[config.mk]
export PLATFORM = sky130hd
export DESIGN_NAME = display_scheduler
export DESIGN_NICKNAME = d
export VERILOG_FILES = /design/src/rtl/display_scheduler.sv
export SDC_FILE = /design/constraint.sdc
export NUM_CORES = 1
export LEC_CHECK = 0
export CORE_AREA = 2 2 93 95
export DETAILED_ROUTE_END_ITERATION = 7
export DIE_AREA = 0 0 95 97
export GPL_TIMING_DRIVEN = 0
export HOLD_SLACK_MARGIN = 0.12
export MAX_ROUTING_LAYER = met4
export PLACE_DENSITY = 0.75
export SLEW_MARGIN = 30
export SYNTH_ARGS = -nofsm -noshare
export SYNTH_HDL_FRONTEND = slang
export SYNTH_SLANG_ARGS = --single-unit
[constraint.sdc]
create_clock -name clk_1khz -period 4 [get_ports clk_1khz]
set_input_delay 0.4 -clock clk_1khz [delete_from_list [all_inputs] [get_ports clk_1khz]]
set_output_delay 0.4 -clock clk_1khz [all_outputs]
set_load 0.03 [all_outputs]
[src/rtl/display_scheduler.sv]
// Display scheduler: round-robin sharing of one 4-digit BCD display among
// three sources, with a blinking priority alert that pre-empts them.
module display_scheduler #(
    parameter int unsigned DWELL_TICKS = 2000,
    parameter int unsigned ALERT_TICKS = 1000,
    parameter int unsigned BLINK_HALF  = 250
) (
    input  logic        clk_1khz,
    input  logic        reset,
    input  logic [2:0]  src_req,
    input  logic [47:0] src_data,
    input  logic        alert_req,
    input  logic [15:0] alert_data,
    output logic [2:0]  src_gnt,
    output logic        alert_ack,
    output logic [15:0] bcd_out,
    output logic [1:0]  state_out
);

    localparam int unsigned DW = (DWELL_TICKS > 1) ? $clog2(DWELL_TICKS) : 1;
    localparam int unsigned AW = (ALERT_TICKS > 1) ? $clog2(ALERT_TICKS) : 1;
    localparam logic [DW-1:0] DWELL_LAST = DW'(DWELL_TICKS - 1);
    localparam logic [AW-1:0] ALERT_LAST = AW'(ALERT_TICKS - 1);
    localparam logic [15:0]   BLANK      = 16'hFFFF;

    typedef enum logic [1:0] {
        StIdle  = 2'd0,
        StShow  = 2'd1,
        StAlert = 2'd2,
        StBad   = 2'd3
    } state_e;

    state_e         state_q, state_d;
    logic [2:0]     gnt_q, gnt_d;
    logic [1:0]     last_q, last_d;   // index of the most recently granted source
    logic [DW-1:0]  dwell_q, dwell_d;
    logic [AW-1:0]  acnt_q, acnt_d;
    logic [15:0]    aval_q, aval_d;
    logic           ack_q, ack_d;
    logic [15:0]    bcd_q, bcd_d;

    function automatic logic [2:0] onehot(input logic [1:0] idx);
        case (idx)
            2'd0:    onehot = 3'b001;
            2'd1:    onehot = 3'b010;
            2'd2:    onehot = 3'b100;
            default: onehot = 3'b000;
        endcase
    endfunction

    // Search starts one past 'last'; caller guarantees at least one candidate.
    function automatic logic [1:0] rr_pick(input logic [2:0] req, input logic [1:0] last);
        logic [1:0] s0, s1, s2;
        case (last)
            2'd0:    begin s0 = 2'd1; s1 = 2'd2; s2 = 2'd0; end
            2'd1:    begin s0 = 2'd2; s1 = 2'd0; s2 = 2'd1; end
            default: begin s0 = 2'd0; s1 = 2'd1; s2 = 2'd2; end
        endcase
        if ((req & onehot(s0)) != 3'b000)      rr_pick = s0;
        else if ((req & onehot(s1)) != 3'b000) rr_pick = s1;
        else                                   rr_pick = s2;
    endfunction

    function automatic logic [15:0] sel_data(input logic [47:0] data, input logic [1:0] idx);
        case (idx)
            2'd0:    sel_data = data[15:0];
            2'd1:    sel_data = data[31:16];
            default: sel_data = data[47:32];
        endcase
    endfunction

    // Next-state logic: arbitration, dwell/alert counting and output words.
    always_comb begin
        state_d = state_q;
        last_d  = last_q;
        dwell_d = dwell_q;
        acnt_d  = acnt_q;
        aval_d  = aval_q;
        ack_d   = 1'b0;

        case (state_q)
            StIdle, StShow: begin
                if (alert_req) begin
                    // Alert wins over any grant change on the same edge.
                    state_d = StAlert;
                    aval_d  = alert_data;
                    ack_d   = 1'b1;
                    acnt_d  = '0;
                    dwell_d = '0;
                end else if (state_q == StIdle) begin
                    if (src_req != 3'b000) begin
                        state_d = StShow;
                        last_d  = rr_pick(src_req, last_q);
                        dwell_d = '0;
                    end
                end else if ((src_req & onehot(last_q)) == 3'b000) begin
                    dwell_d = '0;
                    if (src_req != 3'b000) begin
                        last_d = rr_pick(src_req, last_q);
                    end else begin
                        state_d = StIdle;
                    end
                end else if (dwell_q == DWELL_LAST) begin
                    dwell_d = '0;
                    if ((src_req & ~onehot(last_q)) != 3'b000) begin
                        last_d = rr_pick(src_req & ~onehot(last_q), last_q);
                    end
                end else begin
                    dwell_d = dwell_q + DW'(1);
                end
            end
            StAlert: begin
                if (acnt_q == ALERT_LAST) begin
                    acnt_d  = '0;
                    dwell_d = '0;
                    if (src_req != 3'b000) begin
                        state_d = StShow;
                        last_d  = rr_pick(src_req, last_q);
                    end else begin
                        state_d = StIdle;
                    end
                end else begin
                    acnt_d = acnt_q + AW'(1);
                end
            end
            default: state_d = StIdle;
        endcase

        gnt_d = (state_d == StShow) ? onehot(last_d) : 3'b000;

        case (state_d)
            StShow:  bcd_d = sel_data(src_data, last_d);
            StAlert: bcd_d = (((32'(acnt_d) / BLINK_HALF) % 2) != 0) ? BLANK : aval_d;
            default: bcd_d = BLANK;
        endcase
    end

    // State and output registers with synchronous reset.
    always_ff @(posedge clk_1khz) begin
        if (reset) begin
            state_q <= StIdle;
            gnt_q   <= 3'b000;
            last_q  <= 2'd2;
            dwell_q <= '0;
            acnt_q  <= '0;
            aval_q  <= BLANK;
            ack_q   <= 1'b0;
            bcd_q   <= BLANK;
        end else begin
            state_q <= state_d;
            gnt_q   <= gnt_d;
            last_q  <= last_d;
            dwell_q <= dwell_d;
            acnt_q  <= acnt_d;
            aval_q  <= aval_d;
            ack_q   <= ack_d;
            bcd_q   <= bcd_d;
        end
    end

    assign src_gnt   = gnt_q;
    assign alert_ack = ack_q;
    assign bcd_out   = bcd_q;
    assign state_out = state_q;

endmodule

-- Yosys cells after proc, flatten, opt, wreduce, memory -nomap -nowiden
Index checks and enable logic that the tools add are counted.
- bits in registers: 61
- input bits: 70
- output and inout bits: 22
- logic and storage cells: 222
- add/sub/neg operators: 2
- div/mod/pow operators: 1
- equal/unequal tests: 28
- mux-type cells: 141
- bitwise gates (word level): 15
- reductions and logical operators: 27
- operator list (cell ; count):
    $mux W3 ; 54
    $mux W2 ; 55
    $pmux W3 S3 ; 10
    $mux W11 ; 6
    $pmux W16 S2 ; 2
    $mux W16 ; 3
    $and A3 B3 Y3 ; 11
    $div A10 B8 Y32 const B ; 1
    $reduce_bool A3 Y1 ; 10
    $eq A2 B1 Y1 const B ; 12
    $eq A2 B2 Y1 const B ; 12
    $logic_not A2 Y1 ; 11
    $pmux W11 S2 ; 1
    $mux W10 ; 2
    $pmux W10 S2 ; 1
    $pmux W2 S2 ; 5
    $add A11 B1 Y11 const B ; 1
    $eq A11 B11 Y1 const B ; 1
    $add A10 B1 Y10 const B ; 1
    $eq A10 B10 Y1 const B ; 1
    $not A3 Y3 ; 2
    $reduce_or A2 Y1 ; 3
    $ne A4 B4 Y1 const B ; 1
    $logic_not A3 Y1 ; 1
    other kinds (5) ; 7

-- Logic depth before layout (Yosys ltp)
Gate-level depths: netlist of the first run.
- word-level depth: 50
- depth in mapped cells: 19
- depth with buffers taken out: 17

-- Worst setup path before layout of the first run
Ideal clock, no wire load.
- path kind: reg-to-reg
- start point: reg state_q[1], in the netlist state_out[1]
- end point: reg bcd_q[10], in the netlist bcd_out[10]
- library setup time: 128 ps
- data arrival time: 3908 ps
- slack: -36 ps
- cell stages (with the launch flop): 19
- buffers on the path: 2
- period minus slack after synthesis: 4036 ps
- cell sequence: dfxtp_1 buf_2 nor2b_1 nor2_1 a211o_1 inv_1 ha_1 nor2_1 nor2_1 ha_1 nand2b_1 nor3b_1 a2bb2oi_1 o31ai_4 a211oi_1 or4_4 a31oi_4 buf_6 nand3_1
- longest elaborated chain between the ends: 7
- RTL lines (what ; line ; RTL):
    start, declared ; 33 ; state_e state_q, state_d;
    start signal, assigned ; 141 ; state_q <= StIdle;
    start signal, assigned ; 150 ; state_q <= state_d;
    branches (longest 6 deep; another with $div A10 B8 Y32) ; n/a ;
    $pmux W16 S2 (*) ; 131 ; case (state_d)
    end signal, assigned ; 148 ; bcd_q <= BLANK;
    end signal, assigned ; 157 ; bcd_q <= bcd_d;
    end, declared ; 40 ; logic [15:0] bcd_q, bcd_d;
Every way passes the cells marked *.
A chain may end at the register's enable or synchronous reset.

-- Worst setup path in the final report of the first run
- start point: reg state_q[1], in the netlist state_out[1]
- end point: reg bcd_q[11], in the netlist bcd_out[11]
Same word-level chain as after synthesis.

==> metrics.txt, run 1 <==
Clock Latency Late Sink between 300 and 400 ps; Final TNS setup 0 ps; Primary FF master, synth dfxtp_1; final-report hold violation count 0; Switch Pwr around 0.00045 W; P_leak around 1.8 nW; clock root cell clkbuf_8; syn nets 475; Clock transition at path regs roughly 70 ps; Reg2Reg Capture Point bcd_out[11]; hold path endpoint src_gnt[0]; H-tree depth 3; worst-path fanout max 10; Critical Path Start Type register; count leader, synth nand2_1; die footprint about 9200 µm²; TritonRoute pass-1 iters 5; Post-Route WL around 9800 µm; finished layout cell area roughly 4900 µm²; worst min-delay path class in2reg; grt ovf 0; # IOs about 90; Post-Synthesis Cells between 300 and 400; Max-Cap Viols 0; slew of the pin with the lowest slew margin between 700 and 800 ps; share of layout cells above drive strength 1 0.203; hold path start reset; relative slew slack 0.523; overall power 0.00162 W; worst reg2reg path depth 17; row count 33; Vias/cell roughly 5.5; Area contributors post-synth dfxtp_1 38%, nand2_1 8.8%, nor2_1 4.9%; Die Y 97 µm; initial core utilization 0.398; Post-synth EDFFs 0; clk_skew 8.43 ps; cell area after synthesis 3230 µm²; Buffers on Ports 90; Clock Tree Buf Depth 2; CP Data Arrival Time between 4000 and 5000 ps; worst r2r src state_out[1]; largest net degree at the start of global routing 12; Unique masters post-synth 66; number of global-route vias before repair about 3.2k; Flop pwr share 0.408; Power Internal between 0.001 and 0.0015 W; first-pass GRT wire length about 15000 µm; synth warn 0; antenna violations before repair 0; hold depth 2; placed wire-length estimate approximately 7000 µm; routability cong. about 0.88; area leader, netlist dfxtp_1; combinational share of power 0.230; CTS Buf Count 9; Post-synth top cells 76 x nand2_1, 61 x dfxtp_1, 42 x nor2_1; Setup violations, final 0; Final min period approximately 4000 ps; Pwr Density ~330 nW/µm²; via count roughly 3.4k; net switching share of the total power 0.279; DR DRC count 0; ys async rst share 0; synthesized area per cell approximately 8.1 µm²; Sink Count about 60; count of final max-slew check failures 0; Layout Nets 594; Setup WS pre-CTS -931 ps; area grow syn2layout 51.3%; sequential area share after synthesis 0.378; final period utilization 0.987; run status finished clean; CTS tree built; top-area cell type share of the netlist area 0.378; Die Width about 95 µm; Max Fclk 0.253 GHz; final worst setup slack ~50 ps; CORE AREA around 8100 µm²; CP required between 4000 and 5000 ps; Setup CP Type reg2reg; Yosys reg bits slightly above 60; Critical Path Sink Type register; Clk network pwr share 0.362; WL per Instance between 15 and 20 µm; diode count 0; DRT antenna net count 0; VDD IR max 0.142 mV; Post-DP Area between 4000 and 5000 µm²; GR Util All Layers 0.210; internal reg-to-reg setup slack between 50 and 60 ps; drt initial violations between 200 and 250
-- placed cells by master (no fill, tap or decap), types with 5 or more instances in the layout --
master           count
a21oi_1              6
a222oi_1            13
and3_1               6
buf_4               20
clkbuf_1            13
clkbuf_8            12
clkdlybuf4s50_1     89
dfxtp_1             51
dfxtp_4              6
mux2i_1              9
nand2_1             75
nand2b_1             9
nand3_1             23
nor2_1              40
nor3_1               5
o21ai_0              9
or2_2               16
xor2_1               7
-- power by group through the flow --
stage                     clock, W  combinational (W)  sequential (W)
after detailed placement         0           0.000346        0.000677
final                     0.000588           0.000373        0.000661
after CTS                 0.000599           0.000363        0.000664
after floorplan                  0           0.000138        0.000726
after global routing      0.000627           0.000402        0.000665
after global placement           0           0.000342        0.000676
-- sequential cells by signal (all words and copies together) (netlist names) --
name / cells
alert_ack: 1
acnt_q: 10
last_q: 2
dwell_q: 11
src_gnt: 3
state_out: 2
aval_q: 16
bcd_out: 16
-- how the worst max path moves through the flow --
stage / from / to / slack (ps)
after CTS: acnt_q[6] / bcd_out[14] / -2
after floorplan: state_out[1] / bcd_out[10] / 30
after detailed placement: alert_req / bcd_out[11] / -930
final: state_out[1] / bcd_out[11] / 50
after global routing: state_out[1] / bcd_out[11] / -70
after global placement: alert_req / bcd_out[11] / -940
-- routing by layer --
metal  share of wire  GRT usage
met2            0.47      0.340
met5               0          -
met3           0.078     0.0491
met1            0.43      0.257
met4           0.023     0.0713
-- worst max-delay path, cell delays in order, from the launching register on --
cell	delay (ps)
dfxtp_2	350
buf_6	140
nand2b_1	80
or4_4	490
o22a_4	220
nor3_4	230
nand2_1	100
nor2_1	120
ha_1	260
nand2b_4	160
nor3b_2	200
a2bb2oi_2	100
o31ai_4	260
a211oi_2	100
or4_4	500
a31oi_4	270
buf_6	160
nand3_1	80
-- layout make-up --
class	count	area, µm²
timing repair buffer	109	1050
clock buffer	12	165
multi-input combinational	313	2120
clock inverter	4	55.1
buffer	18	93.8
inverter	6	25.0
sequential	61	1250
tap	105	131
fill	700	3240
-- metrics by stage --
step,hold WS (ps),util,std cells
6_report,492,0.602,628
5_1_grt,498,0.602,628
4_1_cts,478,0.578,617
3_5_place_dp,482,0.525,594
3_3_place_gp,463,0.525,594
2_1_floorplan,442,-,399
-- cell families (layout without fill, tap and decap cells) --
logic type / after synthesis / in the layout / synth area share
multiplexers: 10 / 10 / 0.0313
flip-flops: 61 / 61 / 0.378
AO/OA/AOI/OAI: 69 / 69 / 0.172
XOR/XNOR: 10 / 10 / 0.0271
adder cells (fa/ha/maj): 6 / 6 / 0.0232
AND/OR/NAND/NOR: 218 / 218 / 0.335
buffers and inverters: 25 / 149 / 0.0337
-- timing repair --
action,4_1_cts,5_1_grt
setup endpoints to repair,16,16
pin swaps,3,14
buffers inserted,7,11
cloned,1,0
gates resized for setup,38,28
hold buffers,0,0
No activity file was read; power rests on OpenSTA's default activity.
==> inputs of run 2 (changes only) <==
--- a/config.mk
+++ b/config.mk
@@ -6,6 +6,7 @@
 export NUM_CORES = 1
 export LEC_CHECK = 0
 export CORE_AREA = 2 2 93 95
+export CTS_BUF_LIST = sky130_fd_sc_hd__clkbuf_4
 export DETAILED_ROUTE_END_ITERATION = 7
 export DIE_AREA = 0 0 95 97
 export GPL_TIMING_DRIVEN = 0
==> metrics.txt, run 2 (synthesized netlist as in run 1, its figures left out) <==
DRT antenna net count 0 (unchanged); commonest non-fill, non-tap cells in the layout 89 x clkdlybuf4s50_1, 75 x nand2_1, 51 x dfxtp_1; Post-Route WL 9610 µm (-1.8%); final-report hold violation count 0 (unchanged); final core utilization 0.590 (-0.0120); Flop pwr share 0.455 (+0.047); DR DRC count 0 (unchanged); Clk network pwr share 0.289 (-0.073); Setup violations, final 0 (unchanged); Final TNS setup 0 ps (unchanged); worst min-delay path class in2reg; commonest non-fill, non-tap cell in the layout clkdlybuf4s50_1; VDD IR max 0.149 mV (+4.4%); routability cong. 0.880 (unchanged); CTS Buf Count 9 (unchanged); TritonRoute pass-1 iters 5 (unchanged); WL per Instance 15.4 µm (-1.4%); Critical Path Sink Type register; global routing's busiest layer met2; Setup CP Type reg2reg; FF+latch area 1250 µm² (unchanged); routing usage on met1 0.257 (about the same); share of layout cells above drive strength 1 0.194 (-0.00882); Clock Tree Buf Depth 2 (unchanged); first-pass GRT wire length 15000 µm (-0.64%); fillers 724 (+3.4%); antenna violations before repair 0 (unchanged); final worst setup slack 72.4 ps (+22.3 ps); count of final max-slew check failures 0 (unchanged); Final min period 3930 ps (-22.3 ps); Die Y 97 µm (unchanged); multi-input logic area 2120 µm² (unchanged); die footprint 9220 µm² (unchanged); Vias/cell 5.42 (-0.88%); met3 Use GR 0.0436 (-0.00545); run status finished clean; # IOs 92 (unchanged); clock root cell clkbuf_4; Power Internal 0.00102 W (-13%); final period utilization 0.982 (-0.00557); worst-path fanout max 10 (unchanged); number of global-route vias before repair 3201 (+0.25%); Layout Nets 592 (-0.34%); Clock transition at path regs 110 ps (+40 ps); GR Util All Layers 0.208 (-0.00284); slew of the pin with the lowest slew margin 715 ps (+0.588 ps); row count 33 (unchanged); Switch Pwr 0.000438 W (-3.0%); net switching share of the total power 0.301 (+0.0229); CP Data Arrival Time 4210 ps (+50 ps); grt ovf 0 (unchanged); largest net degree at the start of global routing 12 (unchanged); CTS tree built; Clock Latency Late Sink 400 ps (+60 ps); via count 3394 (-1.2%); GR Util met2 0.340 (unchanged); diode count 0 (unchanged); Setup WS pre-CTS -931 ps (unchanged); initial core utilization 0.398 (unchanged); combinational share of power 0.256 (+0.026); relative slew slack 0.522 (about the same); CP required 4280 ps (+70 ps); P_leak 1.80 nW (-2.5%); H-tree depth 3 (unchanged); drt initial violations 242 (+20%); Pwr Density 303 nW/µm² (-8.5%); area grow syn2layout 48.3%; Buffers on Ports 90 (unchanged); Sink Count 61 (unchanged); Critical Path Start Type register; placed wire-length estimate 6880 µm (unchanged); Max-Cap Viols 0 (unchanged); CORE AREA 8130 µm² (unchanged); Max Fclk 0.255 GHz (+0.57%); clk_skew 14.4 ps (+5.97 ps); Die Width 95 µm (unchanged)
[run 2: what timing repair did]
action                     in CTS  in global routing
gates cloned                    1                  0
pin swaps                       3                 14
resized for setup              40                 27
buffers inserted                7                  9
hold buffers                    0                  0
setup endpoints to repair      16                 16
[run 2: final timing paths]
path                            slack [ps]          from          end  cells past startpoint
worst max-delay path                    70  state_out[1]  bcd_out[11]                     17
worst min-delay path                   430         reset   src_gnt[0]                      2
worst max register to register          70  state_out[1]  bcd_out[11]                     17
worst min register to register         500     aval_q[0]    aval_q[0]                      2
[run 2: power by group through the flow]
| stage | Clock [W] | Combinational, W | Sequential (W) |
|---|---|---|---|
| floorplan | 0 | 0.000138 | 0.000726 |
| global placement | 0 | 0.000342 | 0.000676 |
| detailed placement | 0 | 0.000346 | 0.000677 |
| CTS | 0.000426 | 0.000364 | 0.000664 |
| global route | 0.000455 | 0.000401 | 0.000665 |
| finish | 0.000420 | 0.000373 | 0.000661 |
[run 2: metrics by stage]
stage | hold WS, ps | total power, W | instance area (µm²) | std cells
floorplan | 442 | 0.000864 | 3240 | 399
global route | 426 | 0.00152 | 4800 | 626
detailed placement | 482 | 0.00102 | 4270 | 594
global placement | 463 | 0.00102 | 4270 | 594
finish | 427 | 0.00145 | 4800 | 626
CTS | 411 | 0.00145 | 4620 | 617
[run 2: worst max-delay path: stages, from the launching register on]
cell	delay, ps
dfxtp_2	350
buf_6	140
nand2b_1	90
or4_4	490
o22a_4	220
nor3_4	220
nand2_1	100
nor2_1	120
ha_1	260
nand2b_4	160
nor3b_2	190
a2bb2oi_2	110
o31ai_4	260
a211oi_2	100
or4_4	500
a31oi_4	260
buf_6	160
nand3_1	80
[run 2: final cells by class]
class / count / share of cell area
Timing Repair Buffer: 107 / 0.216
Sequential cell: 61 / 0.260
Clock buffer: 9 / 0.0141
Tap cell: 105 / 0.0274
Inverter: 6 / 0.00522
Buffer: 18 / 0.0203
Multi-Input combinational cell: 313 / 0.443
Clock inverter: 7 / 0.0138
[run 2: layer usage]
metal	routed length [µm]	part of all wire
met5	0	0
met4	173	0.018
met3	761	0.079
met2	4450	0.46
met1	4230	0.44
